File: src/rtl/game_pkg.sv
// Shared types for the turn-based board game controller.
//   game_state_e : FSM state encoding, also exported on the controller's state port
//   winner_e     : result code exported on the controller's winner port
//   player_win() : maps the mover (0 = P1, 1 = P2) to its winner code
package game_pkg;

  typedef enum logic [2:0] {
    StIdle     = 3'd0,
    StP1Turn   = 3'd1,
    StP2Turn   = 3'd2,
    StCheck    = 3'd3,
    StGameOver = 3'd4
  } game_state_e;

  typedef enum logic [1:0] {
    WinNone = 2'b00,
    WinP1   = 2'b01,
    WinP2   = 2'b10,
    WinDraw = 2'b11
  } winner_e;

  function automatic winner_e player_win(input logic player);
    return player ? WinP2 : WinP1;
  endfunction

endpackage

File: src/rtl/turn_timer.sv
// Per-turn countdown: a prescaler divides clk down to one tick per second and a
// seconds counter counts down from TURN_SEC, stopping at zero.
//   clk, rst     : clock, synchronous active-high reset (reset loads a full turn)
//   load         : restart the turn (prescaler = 0, seconds = TURN_SEC); wins over run
//   run          : advance the prescaler this cycle
//   tick         : prescaler wraps this cycle (one per CLK_HZ running cycles)
//   seconds_left : seconds remaining in the turn
//   expired      : seconds_left has reached zero
module turn_timer #(
  parameter int unsigned CLK_HZ   = 50_000_000,
  parameter int unsigned TURN_SEC = 15,
  parameter int unsigned SW       = $clog2(TURN_SEC + 1)
) (
  input  logic          clk,
  input  logic          rst,
  input  logic          load,
  input  logic          run,
  output logic          tick,
  output logic [SW-1:0] seconds_left,
  output logic          expired
);

  // Wide enough for CLK_HZ-1; a 1-bit counter covers the degenerate CLK_HZ = 1 case.
  localparam int unsigned   PW       = (CLK_HZ > 1) ? $clog2(CLK_HZ) : 1;
  localparam logic [PW-1:0] PrescMax = PW'(CLK_HZ - 1);
  localparam logic [SW-1:0] SecInit  = SW'(TURN_SEC);

  logic [PW-1:0] presc_q, presc_d;
  logic [SW-1:0] secs_q, secs_d;

  assign tick         = run && (presc_q == PrescMax);
  assign expired      = (secs_q == '0);
  assign seconds_left = secs_q;

  always_comb begin
    presc_d = presc_q;
    secs_d  = secs_q;
    if (load) begin
      presc_d = '0;
      secs_d  = SecInit;
    end else if (run) begin
      if (tick) begin
        presc_d = '0;
        // Saturate at zero; the controller decides what expiry means.
        if (secs_q != '0) begin
          secs_d = secs_q - 1'b1;
        end
      end else begin
        presc_d = presc_q + 1'b1;
      end
    end
  end

  always_ff @(posedge clk) begin
    if (rst) begin
      presc_q <= '0;
      secs_q  <= SecInit;
    end else begin
      presc_q <= presc_d;
      secs_q  <= secs_d;
    end
  end

endmodule

File: src/rtl/game_turn_ctrl.sv
// Two-player N x N board game turn controller (tic-tac-toe style).
// Accepts moves from the player whose turn it is, enforces a per-turn time limit
// with an automatic move into the lowest free cell, and detects wins and draws.
//   clk, rst     : clock, synchronous active-high reset
//   start        : begin a new game (only honoured in IDLE / GAME_OVER)
//   move_valid   : move request, move_idx = target cell (row-major)
//   move_ready   : controller is in a turn state and can take a move
//   move_reject  : one cycle after a request that was dropped (occupied / out of range)
//   board_p1/p2  : occupancy bitmaps
//   turn         : current player, 0 = P1, 1 = P2
//   seconds_left : seconds remaining in the current turn
//   timeout      : high with the board update caused by an automatic move
//   state        : FSM state code (game_state_e)
//   winner       : winner_e code
//   done         : high in GAME_OVER
module game_turn_ctrl
  import game_pkg::*;
#(
  parameter  int unsigned N        = 3,
  parameter  int unsigned CLK_HZ   = 50_000_000,
  parameter  int unsigned TURN_SEC = 15,
  localparam int unsigned CELLS    = N * N,
  localparam int unsigned IW       = $clog2(CELLS),
  localparam int unsigned SW       = $clog2(TURN_SEC + 1)
) (
  input  logic             clk,
  input  logic             rst,
  input  logic             start,
  input  logic             move_valid,
  input  logic [IW-1:0]    move_idx,
  output logic             move_ready,
  output logic             move_reject,
  output logic [CELLS-1:0] board_p1,
  output logic [CELLS-1:0] board_p2,
  output logic             turn,
  output logic [SW-1:0]    seconds_left,
  output logic             timeout,
  output logic [2:0]       state,
  output logic [1:0]       winner,
  output logic             done
);

  game_state_e      state_q, state_d;
  logic             turn_q, turn_d;
  logic [CELLS-1:0] p1_q, p1_d, p2_q, p2_d;
  winner_e          winner_q, winner_d;
  logic             reject_q, reject_d;
  logic             timeout_q, timeout_d;

  logic timer_load, timer_run, sec_tick, sec_zero;

  // ---------------------------------------------------------------------------
  // Move legality and automatic-move target
  // ---------------------------------------------------------------------------
  logic             in_turn;
  logic [CELLS-1:0] occupied, free_cells, move_mask, auto_mask;
  logic             idx_in_range, move_legal, board_full;

  assign in_turn      = (state_q == StP1Turn) || (state_q == StP2Turn);
  assign occupied     = p1_q | p2_q;
  assign free_cells   = ~occupied;
  assign board_full   = &occupied;
  assign idx_in_range = 32'(move_idx) < CELLS;
  assign move_legal   = idx_in_range && !occupied[move_idx];

  // Isolate the lowest set bit: x & -x.
  assign auto_mask = free_cells & (~free_cells + 1'b1);

  always_comb begin
    move_mask = '0;
    if (idx_in_range) begin
      move_mask[move_idx] = 1'b1;
    end
  end

  // ---------------------------------------------------------------------------
  // Win detection on the mover's bitmap (turn has not toggled yet in CHECK)
  // ---------------------------------------------------------------------------
  logic [CELLS-1:0] mover;
  logic [N-1:0]     row_full, col_full, diag_bits, anti_bits;
  logic             line_win;

  assign mover = turn_q ? p2_q : p1_q;

  for (genvar r = 0; r < N; r++) begin : g_row
    assign row_full[r]  = &mover[r*N +: N];
    assign diag_bits[r] = mover[r*N + r];
    assign anti_bits[r] = mover[r*N + (N - 1 - r)];
  end

  for (genvar c = 0; c < N; c++) begin : g_col
    logic [N-1:0] col_bits;
    for (genvar r = 0; r < N; r++) begin : g_cell
      assign col_bits[r] = mover[r*N + c];
    end
    assign col_full[c] = &col_bits;
  end

  assign line_win = (|row_full) || (|col_full) || (&diag_bits) || (&anti_bits);

  // ---------------------------------------------------------------------------
  // Turn timer
  // ---------------------------------------------------------------------------
  turn_timer #(
    .CLK_HZ   (CLK_HZ),
    .TURN_SEC (TURN_SEC),
    .SW       (SW)
  ) u_turn_timer (
    .clk          (clk),
    .rst          (rst),
    .load         (timer_load),
    .run          (timer_run),
    .tick         (sec_tick),
    .seconds_left (seconds_left),
    .expired      (sec_zero)
  );

  // ---------------------------------------------------------------------------
  // FSM
  // ---------------------------------------------------------------------------
  always_comb begin
    state_d    = state_q;
    turn_d     = turn_q;
    p1_d       = p1_q;
    p2_d       = p2_q;
    winner_d   = winner_q;
    reject_d   = 1'b0;
    timeout_d  = 1'b0;
    timer_load = 1'b0;
    timer_run  = 1'b0;

    unique case (state_q)
      StIdle, StGameOver: begin
        if (start) begin
          p1_d       = '0;
          p2_d       = '0;
          winner_d   = WinNone;
          turn_d     = 1'b0;
          timer_load = 1'b1;
          state_d    = StP1Turn;
        end
      end

      StP1Turn, StP2Turn: begin
        timer_run = 1'b1;
        if (move_valid && move_legal) begin
          // A user move beats a same-cycle expiry.
          if (turn_q) p2_d = p2_q | move_mask;
          else        p1_d = p1_q | move_mask;
          state_d = StCheck;
        end else begin
          reject_d = move_valid;
          if (sec_tick && sec_zero) begin
            if (turn_q) p2_d = p2_q | auto_mask;
            else        p1_d = p1_q | auto_mask;
            timeout_d = 1'b1;
            state_d   = StCheck;
          end
        end
      end

      StCheck: begin
        if (line_win) begin
          winner_d = player_win(turn_q);
          state_d  = StGameOver;
        end else if (board_full) begin
          winner_d = WinDraw;
          state_d  = StGameOver;
        end else begin
          turn_d     = ~turn_q;
          timer_load = 1'b1;
          state_d    = turn_q ? StP1Turn : StP2Turn;
        end
      end

      default: state_d = StIdle;
    endcase
  end

  always_ff @(posedge clk) begin
    if (rst) begin
      state_q   <= StIdle;
      turn_q    <= 1'b0;
      p1_q      <= '0;
      p2_q      <= '0;
      winner_q  <= WinNone;
      reject_q  <= 1'b0;
      timeout_q <= 1'b0;
    end else begin
      state_q   <= state_d;
      turn_q    <= turn_d;
      p1_q      <= p1_d;
      p2_q      <= p2_d;
      winner_q  <= winner_d;
      reject_q  <= reject_d;
      timeout_q <= timeout_d;
    end
  end

  assign move_ready  = in_turn;
  assign move_reject = reject_q;
  assign timeout     = timeout_q;
  assign board_p1    = p1_q;
  assign board_p2    = p2_q;
  assign turn        = turn_q;
  assign state       = state_q;
  assign winner      = winner_q;
  assign done        = (state_q == StGameOver);

endmodule

File: config.mk
export PLATFORM = sky130hd
export DESIGN_NAME = game_turn_ctrl
export DESIGN_NICKNAME = d
export VERILOG_FILES = /design/src/rtl/game_pkg.sv /design/src/rtl/turn_timer.sv /design/src/rtl/game_turn_ctrl.sv
export SDC_FILE = /design/constraint.sdc
export NUM_CORES = 1
export LEC_CHECK = 0
export CAP_MARGIN = 0
export CORE_ASPECT_RATIO = 0.8
export CORE_UTILIZATION = 45
export CTS_CLUSTER_DIAMETER = 200
export DETAILED_ROUTE_END_ITERATION = 8
export GPL_TIMING_DRIVEN = 0
export PLACE_DENSITY = 0.66
export RECOVER_POWER = 25
export SETUP_SLACK_MARGIN = 0.4
export SLEW_MARGIN = 10
export SYNTH_ARGS = -nofsm -noshare
export SYNTH_HDL_FRONTEND = slang
export SYNTH_SLANG_ARGS = --single-unit
File: constraint.sdc
create_clock -name clk -period 2.6 [get_ports clk]
set_input_delay 0.52 -clock clk [delete_from_list [all_inputs] [get_ports clk]]
set_output_delay 0.52 -clock clk [all_outputs]
set_load 0.005 [all_outputs]
==> impl_metrics.ini <==
[synthesis]
synth_xor_area_share_pct = 5.43
synth_mux_area_share_pct = 1.80
avgSynthCellArea_sq_um = 8.22
yosys.area.top_type = dfxtp_1
synth-simple-area-share_pct = 29.2
synth_adder_area_share_pct = 1.22
netlist_top_cells_area = dfxtp_1, nor2_1, nand2_1, a21oi_1, xnor2_1
synth.distinct_cells = 58
ys_async_sr_fraction_pct = 0
synth_top_area_share_pct = 36.6
syn_area_sq_um = 3070
synth_edf_count = 0
netlist_instances = 373
syn-num-nets = 384
synth-compound-area-share_pct = 20.8
yosysWarnings = 0
synth_flop_cell = dfxtp_1
yosysSeqAreaShare_pct = 36.6
ys_seq_elements = 56
synth_top_family_by_area = simple AND/OR/NAND/NOR gates

[worst_setup_path]
required_ns = 2.83
cp_max_fo = 6
crit_arrival_ns = 2.51
crit_type = register to register
endpoint_kind = register
cp-start-kind = register

[floorplan]
io-pin-count = 40
core_sq_um = 6470
start_util_pct = 47.4
die_w_um = 94.3
num_rows = 26
die_h_um = 75.8
die_area_sq_um = 7150

[cells_and_area]
drive_gt1_share_pct = 21.9
synthToLayoutAreaGrowth_pct = 36.3
final_util_pct = 64.5
n_antenna_cell = 0
fin_nets = 449

[job]
max_cap_viol_count = 0

[clock_tree]
clk_pin_slew_ns = 0.09
cts_hold_buf = 0
clk_latency_ns = 0.32
cts_made_buffers = 5
cts.path.max_buffers = 2
cts_tree = yes
cts.sinks = 56
h-tree-depth = 2
clockRootBuffer = clkbuf_8

[pwr]
total_power_mw = 2.02
peakVddDrop_mv = 0.363
powerDensity_nw_per_um2 = 484
p_leak_nw = 1.52

[detailed_routing]
wl_per_cell_um = 17.4
ant_nets = 0
viasPerCell = 6.03
first_pass_iters = 5
vias = 3146
route.final.wire_length_mm = 9.07
drcViolationCount = 0
first_iter_violations = 183

[sta]
slew_viol_final = 0
maxSlewHeadroom_pct = 59.6
min_period_over_period_pct = 87.8
rsz0062_at_grt = true
fin_crit_ns = 2.28
max_freq_mhz = 438
hold_viol = 0
clock_skew_ns = 0.0156
setup_viol = 0
worst_pin_slew_ns = 0.602

[global_routing]
grt_max_degree = 17
grt_use_total_pct = 24.8
grt-ovfl-total = 0
grt_pass1_wl_mm = 13.6
grt_pass1_vias = 2725
antenna_found_initial = 0

[worst_hold_path]
holdCritPathClass = register to register

[status]
outcome = finished clean

[placed_design]
gp_congestion = 0.900
portBuffers = 39
place_hpwl_mm = 6.01
==> synth_stat cells, drive strengths merged (4+ instances only) <==
cell type and instances:
o211ai 7, nand4 8, o21ai 11, nor2 48, xnor2 11, nand3 11
nor3 8, o22ai 5, nand2 38, nor2b 4, inv 17, and3 8
or3 7, a21oi 27, a22oi 4, a22o 9, and4 4, buf 8
o2111ai 5, o31ai 4, xor2 8, nor4 7, dfxtp 56, clkbuf 6
==> layout make-up <==
cell class	count	area (sq um)
multi-input cells	286	2060
clock inverters	2	60.1
plain buffers	14	129
well taps	84	105
inverters	17	63.8
fillers	537	2300
repair buffers	58	538
clock buffers	5	68.8
flip-flops and latches	56	1160
==> what timing repair did <==
action,CTS,global route
resized for setup,49,77
endpoints found under the setup margin,50,43
buffers inserted,4,13
hold endpoints to repair,0,0
gates cloned,2,0
pin swaps,7,20
==> through the flow <==
stage	cell area, sq um	instances	TNS (ns)	hold WS [ns]	setup slack [ns]
floorplan	3070	373	0	0.449	0.476
global placement	3560	496	-10.34	0.454	-0.611
detailed placement	3560	496	-10.27	0.461	-0.597
CTS	3870	509	0	0.485	0.334
global route	4180	522	0	0.511	0.245
finish	4180	522	0	0.486	0.317
==> final timing paths <==
check,startpoint,endpoint,slack [ns],cells past startpoint
max,board_p1[3],board_p2[1],0.32,7
min,u_turn_timer.presc_q[1],u_turn_timer.presc_q[1],0.49,2
max reg2reg,board_p1[3],board_p2[1],0.32,7
min reg2reg,u_turn_timer.presc_q[1],u_turn_timer.presc_q[1],0.49,2
==> kinds of logic after synthesis <==
family,after synthesis
simple gates,168
compound gates,92
flops,56
buf+inv,31
xor+xnor,19
mux,4
fa+ha+maj,3
==> power breakdown <==
group	leakage [nW]	switching [mW]	internal (mW)
combinational	0.997	0.260	0.198
clock	0.0642	0.289	0.380
sequential	0.460	0.0241	0.872
==> worst max-delay path: stages (launching register included) <==
cell and delay (ns):
dfxtp_1 0.50, nor2_2 0.10, a32o_2 0.26, o41a_1 0.43
buf_6 0.16, a2111oi_4 0.39, o2111ai_2 0.16, a21oi_1 0.19
==> sequential cells by signal (all words and copies together) (netlist names) <==
signal                     cells
board_p1                       9
board_p2                       9
move_reject                    1
state                          3
timeout                        1
turn                           1
u_turn_timer.presc_q          26
u_turn_timer.seconds_left      4
winner                         2
==> routing by layer <==
metal	GRT usage [%]	vias to the layer above	part of all wire (%)
met5	0	-	0
met4	5.81	0	1.3
met3	3.89	16	7.3
met2	38.7	120	45
met1	35.9	1513	46
li1	-	1497	-
==> cell usage in the layout, fill, tap and decap left out, types with 3 or more instances in the layout <==
cell type and count:
o211ai_1 7, o21ai_1 4, dfxtp_2 5, nor4_4 3
a22oi_1 4, nor2_1 45, a21oi_1 25, buf_4 18
nor4_1 3, inv_1 16, clkdlybuf4s50_1 21, nand4b_1 3
nand3_1 11, nor3_1 8, clkbuf_8 6, ha_1 3
and3_1 8, and4_1 4, o21ai_0 7, buf_6 10
xor2_1 8, clkbuf_1 3, dlygate4sd3_1 11, nand2_1 36
nand4_1 8, or3_1 5, dfxtp_1 43, o31ai_1 3
xnor2_1 10, and4b_1 3, o2111ai_1 3, a22o_1 9
dfxtp_4 8, nor2b_1 3
Note: power is estimated with default switching activity, not from simulation.
